<file path="src/rtl/rgb_yuv_pkg.sv">
// Shared constants, types and arithmetic helpers for the RGB-to-YCbCr pipeline.
// BT.601 limited-range integer coefficients; see rgb_yuv_pipe for the optional RGB_YUV_SIDEBAND_EN build.
package rgb_yuv_pkg;

   localparam int COMP_W = 32'sd8;
   localparam int PROD_W = 32'sd18;
   localparam int SUM_W  = 32'sd19;

   localparam int FMT_565 = 32'sd0;
   localparam int FMT_888 = 32'sd1;

   localparam logic signed [8:0] K_YR =  9'sd66;
   localparam logic signed [8:0] K_YG =  9'sd129;
   localparam logic signed [8:0] K_YB =  9'sd25;
   localparam logic signed [8:0] K_UR = -9'sd38;
   localparam logic signed [8:0] K_UG = -9'sd74;
   localparam logic signed [8:0] K_UB =  9'sd112;
   localparam logic signed [8:0] K_VR =  9'sd112;
   localparam logic signed [8:0] K_VG = -9'sd94;
   localparam logic signed [8:0] K_VB = -9'sd18;

   localparam logic signed [SUM_W-1:0] Y_OFF = 19'sd16;
   localparam logic signed [SUM_W-1:0] C_OFF = 19'sd128;
   localparam logic signed [SUM_W-1:0] RND   = 19'sd128;
   localparam int SH = 32'sd8;

   typedef struct packed {
      logic [COMP_W-1:0] r;
      logic [COMP_W-1:0] g;
      logic [COMP_W-1:0] b;
   } pix888_t;

   typedef struct packed {
      logic signed [PROD_W-1:0] r;
      logic signed [PROD_W-1:0] g;
      logic signed [PROD_W-1:0] b;
   } prod3_t;

   function automatic logic signed [PROD_W-1:0] mul_k(input logic [COMP_W-1:0] c,
                                                      input logic signed [8:0] k);
      logic signed [PROD_W-1:0] a;
      logic signed [PROD_W-1:0] kk;
      a  = $signed({10'd0, c});
      kk = PROD_W'(k);
      return a * kk;
   endfunction

   function automatic prod3_t mul3(input pix888_t p,
                                   input logic signed [8:0] kr,
                                   input logic signed [8:0] kg,
                                   input logic signed [8:0] kb);
      prod3_t res;
      res.r = mul_k(p.r, kr);
      res.g = mul_k(p.g, kg);
      res.b = mul_k(p.b, kb);
      return res;
   endfunction

   // Round, floor-shift, offset and clamp one channel to [0,255].
   function automatic logic [COMP_W-1:0] finish(input prod3_t p,
                                                input logic signed [SUM_W-1:0] off);
      logic signed [SUM_W-1:0] s;
      logic signed [SUM_W-1:0] t;
      s = SUM_W'($signed(p.r)) + SUM_W'($signed(p.g)) + SUM_W'($signed(p.b)) + RND;
      t = (s >>> SH) + off;
      if (t < 19'sd0) begin
         return 8'd0;
      end else if (t > 19'sd255) begin
         return 8'd255;
      end else begin
         return t[COMP_W-1:0];
      end
   endfunction

endpackage

</file>
<file path="src/rtl/rgb_expand.sv">
// Combinational expansion of an RGB565 or RGB888 input word to 8 bits per channel.
// RGB565 channels replicate their MSBs into the new LSBs so full-scale stays full-scale.
module rgb_expand
   import rgb_yuv_pkg::*;
#(
   parameter int IN_FMT = FMT_565
) (
   input  logic [23:0] rgb_in,
   output pix888_t     pix
);

   generate
      if (IN_FMT == FMT_888) begin : g_888
         assign pix = rgb_in;
      end else begin : g_565
         logic [7:0] unused_hi;
         assign unused_hi = rgb_in[23:16];
         assign pix.r = {rgb_in[15:11], rgb_in[15:13]};
         assign pix.g = {rgb_in[10:5],  rgb_in[10:9]};
         assign pix.b = {rgb_in[4:0],   rgb_in[4:2]};
      end
   endgenerate

endmodule

</file>
<file path="src/rtl/rgb_yuv_pipe.sv">
// Three-stage RGB-to-YCbCr (BT.601 limited range) converter with valid/ready on both sides.
// Optional macro RGB_YUV_SIDEBAND_EN adds sof/eol flags that travel with each pixel.
module rgb_yuv_pipe
   import rgb_yuv_pkg::*;
#(
   parameter int IN_FMT = FMT_565
) (
   input  logic              clk,
   input  logic              rst,
   input  logic              in_valid,
   output logic              in_ready,
   input  logic [23:0]       rgb_in,
   output logic              out_valid,
   input  logic              out_ready,
   output logic [COMP_W-1:0] y_out,
   output logic [COMP_W-1:0] u_out,
   output logic [COMP_W-1:0] v_out
`ifdef RGB_YUV_SIDEBAND_EN
   ,
   input  logic              in_sof,
   input  logic              in_eol,
   output logic              out_sof,
   output logic              out_eol
`endif
);

   logic    adv;
   logic    v1;
   logic    v2;
   pix888_t exp_pix;
   pix888_t s1_pix;
   prod3_t  py;
   prod3_t  pu;
   prod3_t  pv;

   // The whole pipe moves as one; a stalled output freezes every stage.
   assign adv      = out_ready | ~out_valid;
   assign in_ready = adv;

   rgb_expand #(.IN_FMT(IN_FMT)) u_expand (
      .rgb_in (rgb_in),
      .pix    (exp_pix)
   );

   // Stage valid bits, bubbles included.
   always_ff @(posedge clk) begin
      if (rst) begin
         v1        <= 1'b0;
         v2        <= 1'b0;
         out_valid <= 1'b0;
      end else if (adv) begin
         v1        <= in_valid;
         v2        <= v1;
         out_valid <= v2;
      end
   end

   // Datapath: expand, multiply, then round/offset/clamp into the output registers.
   always_ff @(posedge clk) begin
      if (rst) begin
         y_out <= 8'd0;
         u_out <= 8'd0;
         v_out <= 8'd0;
      end else if (adv) begin
         s1_pix <= exp_pix;
         py     <= mul3(s1_pix, K_YR, K_YG, K_YB);
         pu     <= mul3(s1_pix, K_UR, K_UG, K_UB);
         pv     <= mul3(s1_pix, K_VR, K_VG, K_VB);
         y_out  <= finish(py, Y_OFF);
         u_out  <= finish(pu, C_OFF);
         v_out  <= finish(pv, C_OFF);
      end
   end

`ifdef RGB_YUV_SIDEBAND_EN
   logic [1:0] sb1;
   logic [1:0] sb2;

   // Frame markers ride alongside their pixel through all three stages.
   always_ff @(posedge clk) begin
      if (rst) begin
         sb1     <= 2'b00;
         sb2     <= 2'b00;
         out_sof <= 1'b0;
         out_eol <= 1'b0;
      end else if (adv) begin
         sb1     <= {in_sof, in_eol};
         sb2     <= sb1;
         out_sof <= sb2[1];
         out_eol <= sb2[0];
      end
   end
`endif

endmodule

</file>
<file path="config.mk">
export PLATFORM = sky130hd
export DESIGN_NAME = rgb_yuv_pipe
export DESIGN_NICKNAME = d
export VERILOG_FILES = /design/src/rtl/rgb_yuv_pkg.sv /design/src/rtl/rgb_expand.sv /design/src/rtl/rgb_yuv_pipe.sv
export SDC_FILE = /design/constraint.sdc
export NUM_CORES = 1
export LEC_CHECK = 0
export ABC_CLOCK_PERIOD_IN_PS = 17100
export CAP_MARGIN = 15
export CORE_MARGIN = 4
export CORE_UTILIZATION = 50
export CTS_CLUSTER_SIZE = 40
export DETAILED_ROUTE_END_ITERATION = 8
export DONT_BUFFER_PORTS = 1
export HOLD_SLACK_MARGIN = 0.15
export PLACE_DENSITY_LB_ADDON = 0.25
export SLEW_MARGIN = 5
export SYNTH_ARGS = -nofsm -noshare
export SYNTH_HDL_FRONTEND = slang
export SYNTH_SLANG_ARGS = --single-unit
</file>
<file path="constraint.sdc">
create_clock -name clk -period 17.1 [get_ports clk]
set_input_delay 3.42 -clock clk [delete_from_list [all_inputs] [get_ports clk]]
set_output_delay 3.42 -clock clk [all_outputs]
set_load 0.01 [all_outputs]
</file>
==> reports/metrics.yaml <==
antenna-diode-count: 0
yosys.area.top_type: "edfxtp_1"
regToRegStartpoint: "pv[40]$_DFFE_PP_"
grt_usage_pct: 19.0
grt-ovfl-total: 0
ys_warn_count: 0
area_growth_pct: 7.40
critPathCapture: "in_ready"
yosysTopAreaCellShare_pct: 27.6
grt_use_met2_pct: 31.1
fin_nets: 1676
dp_hpwl_um: 22500
crit_family: "buffers and inverters"
grt_pass1_wl_um: 45300
drt-initial-drc-count: 441
numPortBuffers: 0
route.detailed.drc: 0
worstSetupPathDepth: 3
avgSynthCellArea_um2: 10.9
rows: 60
clkLatencyLatePin_ns: 0.43
ys_types: 65
first_pass_iters: 7
tns_ns: 0
yosysSeqAreaShare_pct: 31.5
rr_endpoint: "v_out[7]$_SDFFE_PP0N_"
viasPerCell: 5.28
timing.fmax_ghz: 0.134
top_usage_layer: "met2"
maxCapViolations: 0
slowest_stage: "inv_1"
finalHoldViolations: 0
h-tree-depth: 4
worst-setup-path-type: "in2out"
outcome: "finished, final reports clean"
drtAntennaViolNets: 0
period_minus_slack_ns: 7.49
stdcell_count: 1634
worst-path-max-fanout: 22
max-vdd-ir-drop_mv: 0.142
clkSlewWorstSetupHoldPaths_ns: 0.07
syn_inst: 1264
setup.worst_path.end_class: "primary output"
synth_edf_count: 126
reg2reg_depth: 21
cts.hold.buffers_added: 0
worst_pin_slew_ns: 0.845
crit_start: "out_ready"
antenna_found_initial: 0
cts_sinks: 153
ctsResizeCount: 0
gp_congestion: 0.896
worst_ep_arrival_time_ns: 4.07
grt_max_degree: 68
post-cts-setup-buffers: 0
setup_violations: 0
vias: 8635
start_util_pct: 50.9
required_ns: 13.68
gr-usage-met1_pct: 26.9
synthFlopType: "edfxtp_1"
cts_buffer_depth: 2
synthTopCellsByCount: "276 x ha_1, 276 x inv_1, 126 x edfxtp_1, 92 x fa_1, 65 x a21oi_1"
p_leak_nw: 7.24
start_kind: "input port"
cts_tree: "done"
drt-total-wl_um: 27400
async_flop_share_pct: 0
io_pins: 54
numCtsBuffers: 17
synth.cell_area_um2: 13700
yosys_register_bits: 153
r2r_slack_ns: 11.97
wl_per_cell_um: 16.8
fp.dieH_um: 174
power.density_nw_per_um2: 183
path_cells: "nor2b_2, buf_4, inv_1"
crit_buf_inv: 2
dp_cells: 1602
grt_pass1_vias: 8719
slew_viol_final: 0
worst_path_largest_cell_delay_ns: 0.29
dieArea_um2: 30200
relSlewSlack_pct: 43.7
rsz0062_at_grt: "false"
ys_top_cells_by_area: "edfxtp_1 28%, ha_1 25%, fa_1 13%"
period_share_pct: 43.8
drive_gt1_share_pct: 3.94
chipWidth_um: 174
synthesis.nets: 1660
hold_class: "reg2reg"
skew_ns: 0.0117
core_area_um2: 27000
grtUsageMet3_pct: 2.92
root_buffer: "clkbuf_16"
## cell families (layout without fill, tap and decap cells)
family	count (synthesis)	count (layout)	synth area share, %
DFF	153	153	31.5
adders and majority gates	369	369	38.6
and+or+nand+nor	153	153	5.47
AOI/OAI and AO/OA	212	212	10.7
muxes	5	5	0.365
buffers and inverters	286	315	7.82
xor gates and xnor gates	86	86	5.49
## registers in the layout (all words and copies together) (netlist names)
signal / cells
v2: 1
py: 37
v1: 1
out_valid: 1
v_out: 8
pu: 37
s1_pix: 16
u_out: 8
pv: 36
y_out: 8
## placed cells by master, fill, tap and decap left out, types with 3 or more instances in the layout
cell type | synthesis | final
inv_1 | 276 | 276
ha_1 | 276 | 276
edfxtp_1 | 126 | 126
fa_1 | 92 | 92
a21oi_1 | 65 | 65
xnor2_1 | 52 | 52
nor2_1 | 48 | 47
nand2_1 | 36 | 36
xor2_1 | 34 | 34
dfxtp_1 | 27 | 27
a21o_1 | 21 | 21
o21bai_1 | 21 | 21
o21a_1 | 19 | 19
o21ai_0 | 18 | 18
clkbuf_16 | 0 | 18
o21ai_1 | 14 | 14
a221oi_1 | 13 | 13
nand3_1 | 11 | 11
nor3_1 | 11 | 11
nor2b_1 | 10 | 9
a311oi_1 | 7 | 7
and2_1 | 6 | 6
buf_4 | 0 | 6
mux2i_1 | 5 | 5
and3_1 | 5 | 5
o31a_1 | 4 | 4
nand2b_1 | 4 | 4
nor3b_1 | 4 | 4
inv_6 | 0 | 4
or2_1 | 3 | 3
and4_1 | 3 | 3
a31oi_1 | 3 | 3
nor4b_1 | 3 | 3
clkinv_2 | 0 | 3
## layer usage
metal / vias up / part of all wire, %
li1: 4327 / -
met1: 4143 / 48
met2: 140 / 47
met3: 25 / 3.2
met4: 0 / 1.6
met5: - / 0
## report_power, final
| part | switching (mW) | total, mW | internal, mW |
|---|---|---|---|
| Sequential | 0.0645 | 0.592 | 0.528 |
| Clock | 0.158 | 0.368 | 0.211 |
| Combinational | 0.976 | 1.73 | 0.755 |
## worst min-delay path, delay by kind of cell (launching register included)
kind	cells	cell delay, ns
AND/OR/NAND/NOR	1	0.05
flip-flops	1	0.31
AO/OA/AOI/OAI	1	0.05
## area by class of cell
class | instances | area [um^2]
flip-flops and latches | 153 | 4320
clock buffers | 20 | 458
clock inverters | 12 | 110
repair buffers | 6 | 45.0
inverters | 277 | 1040
multi-input cells | 825 | 8340
well taps | 341 | 427
fillers | 2305 | 12200
## stage by stage
stage,utilization [%],setup WS [ns],power (mW),hold slack [ns],instance area [um^2]
final,54.7,9.61,2.69,0.449,14700
after global routing,54.7,9.52,2.98,0.477,14700
after detailed placement,52.6,9.59,2.31,0.442,14200
after CTS,54.7,9.58,2.70,0.452,14700
after floorplan,-,7.46,1.94,0.432,13700
after global placement,52.6,9.61,2.27,0.434,14200
## worst min-delay path by stage
stage                    start               to  slack (ns)  cells past startpoint
2_1_floorplan  v1$_SDFFE_PP0N_  v1$_SDFFE_PP0N_        0.43                      2
3_3_place_gp   v2$_SDFFE_PP0N_  v2$_SDFFE_PP0N_        0.43                      2
3_5_place_dp   v1$_SDFFE_PP0N_  v1$_SDFFE_PP0N_        0.44                      2
4_1_cts        v1$_SDFFE_PP0N_  v1$_SDFFE_PP0N_        0.45                      2
5_1_grt        v2$_SDFFE_PP0N_  v2$_SDFFE_PP0N_        0.48                      2
6_report       v2$_SDFFE_PP0N_  v2$_SDFFE_PP0N_        0.45                      2
(Power assumes the default switching activity.)
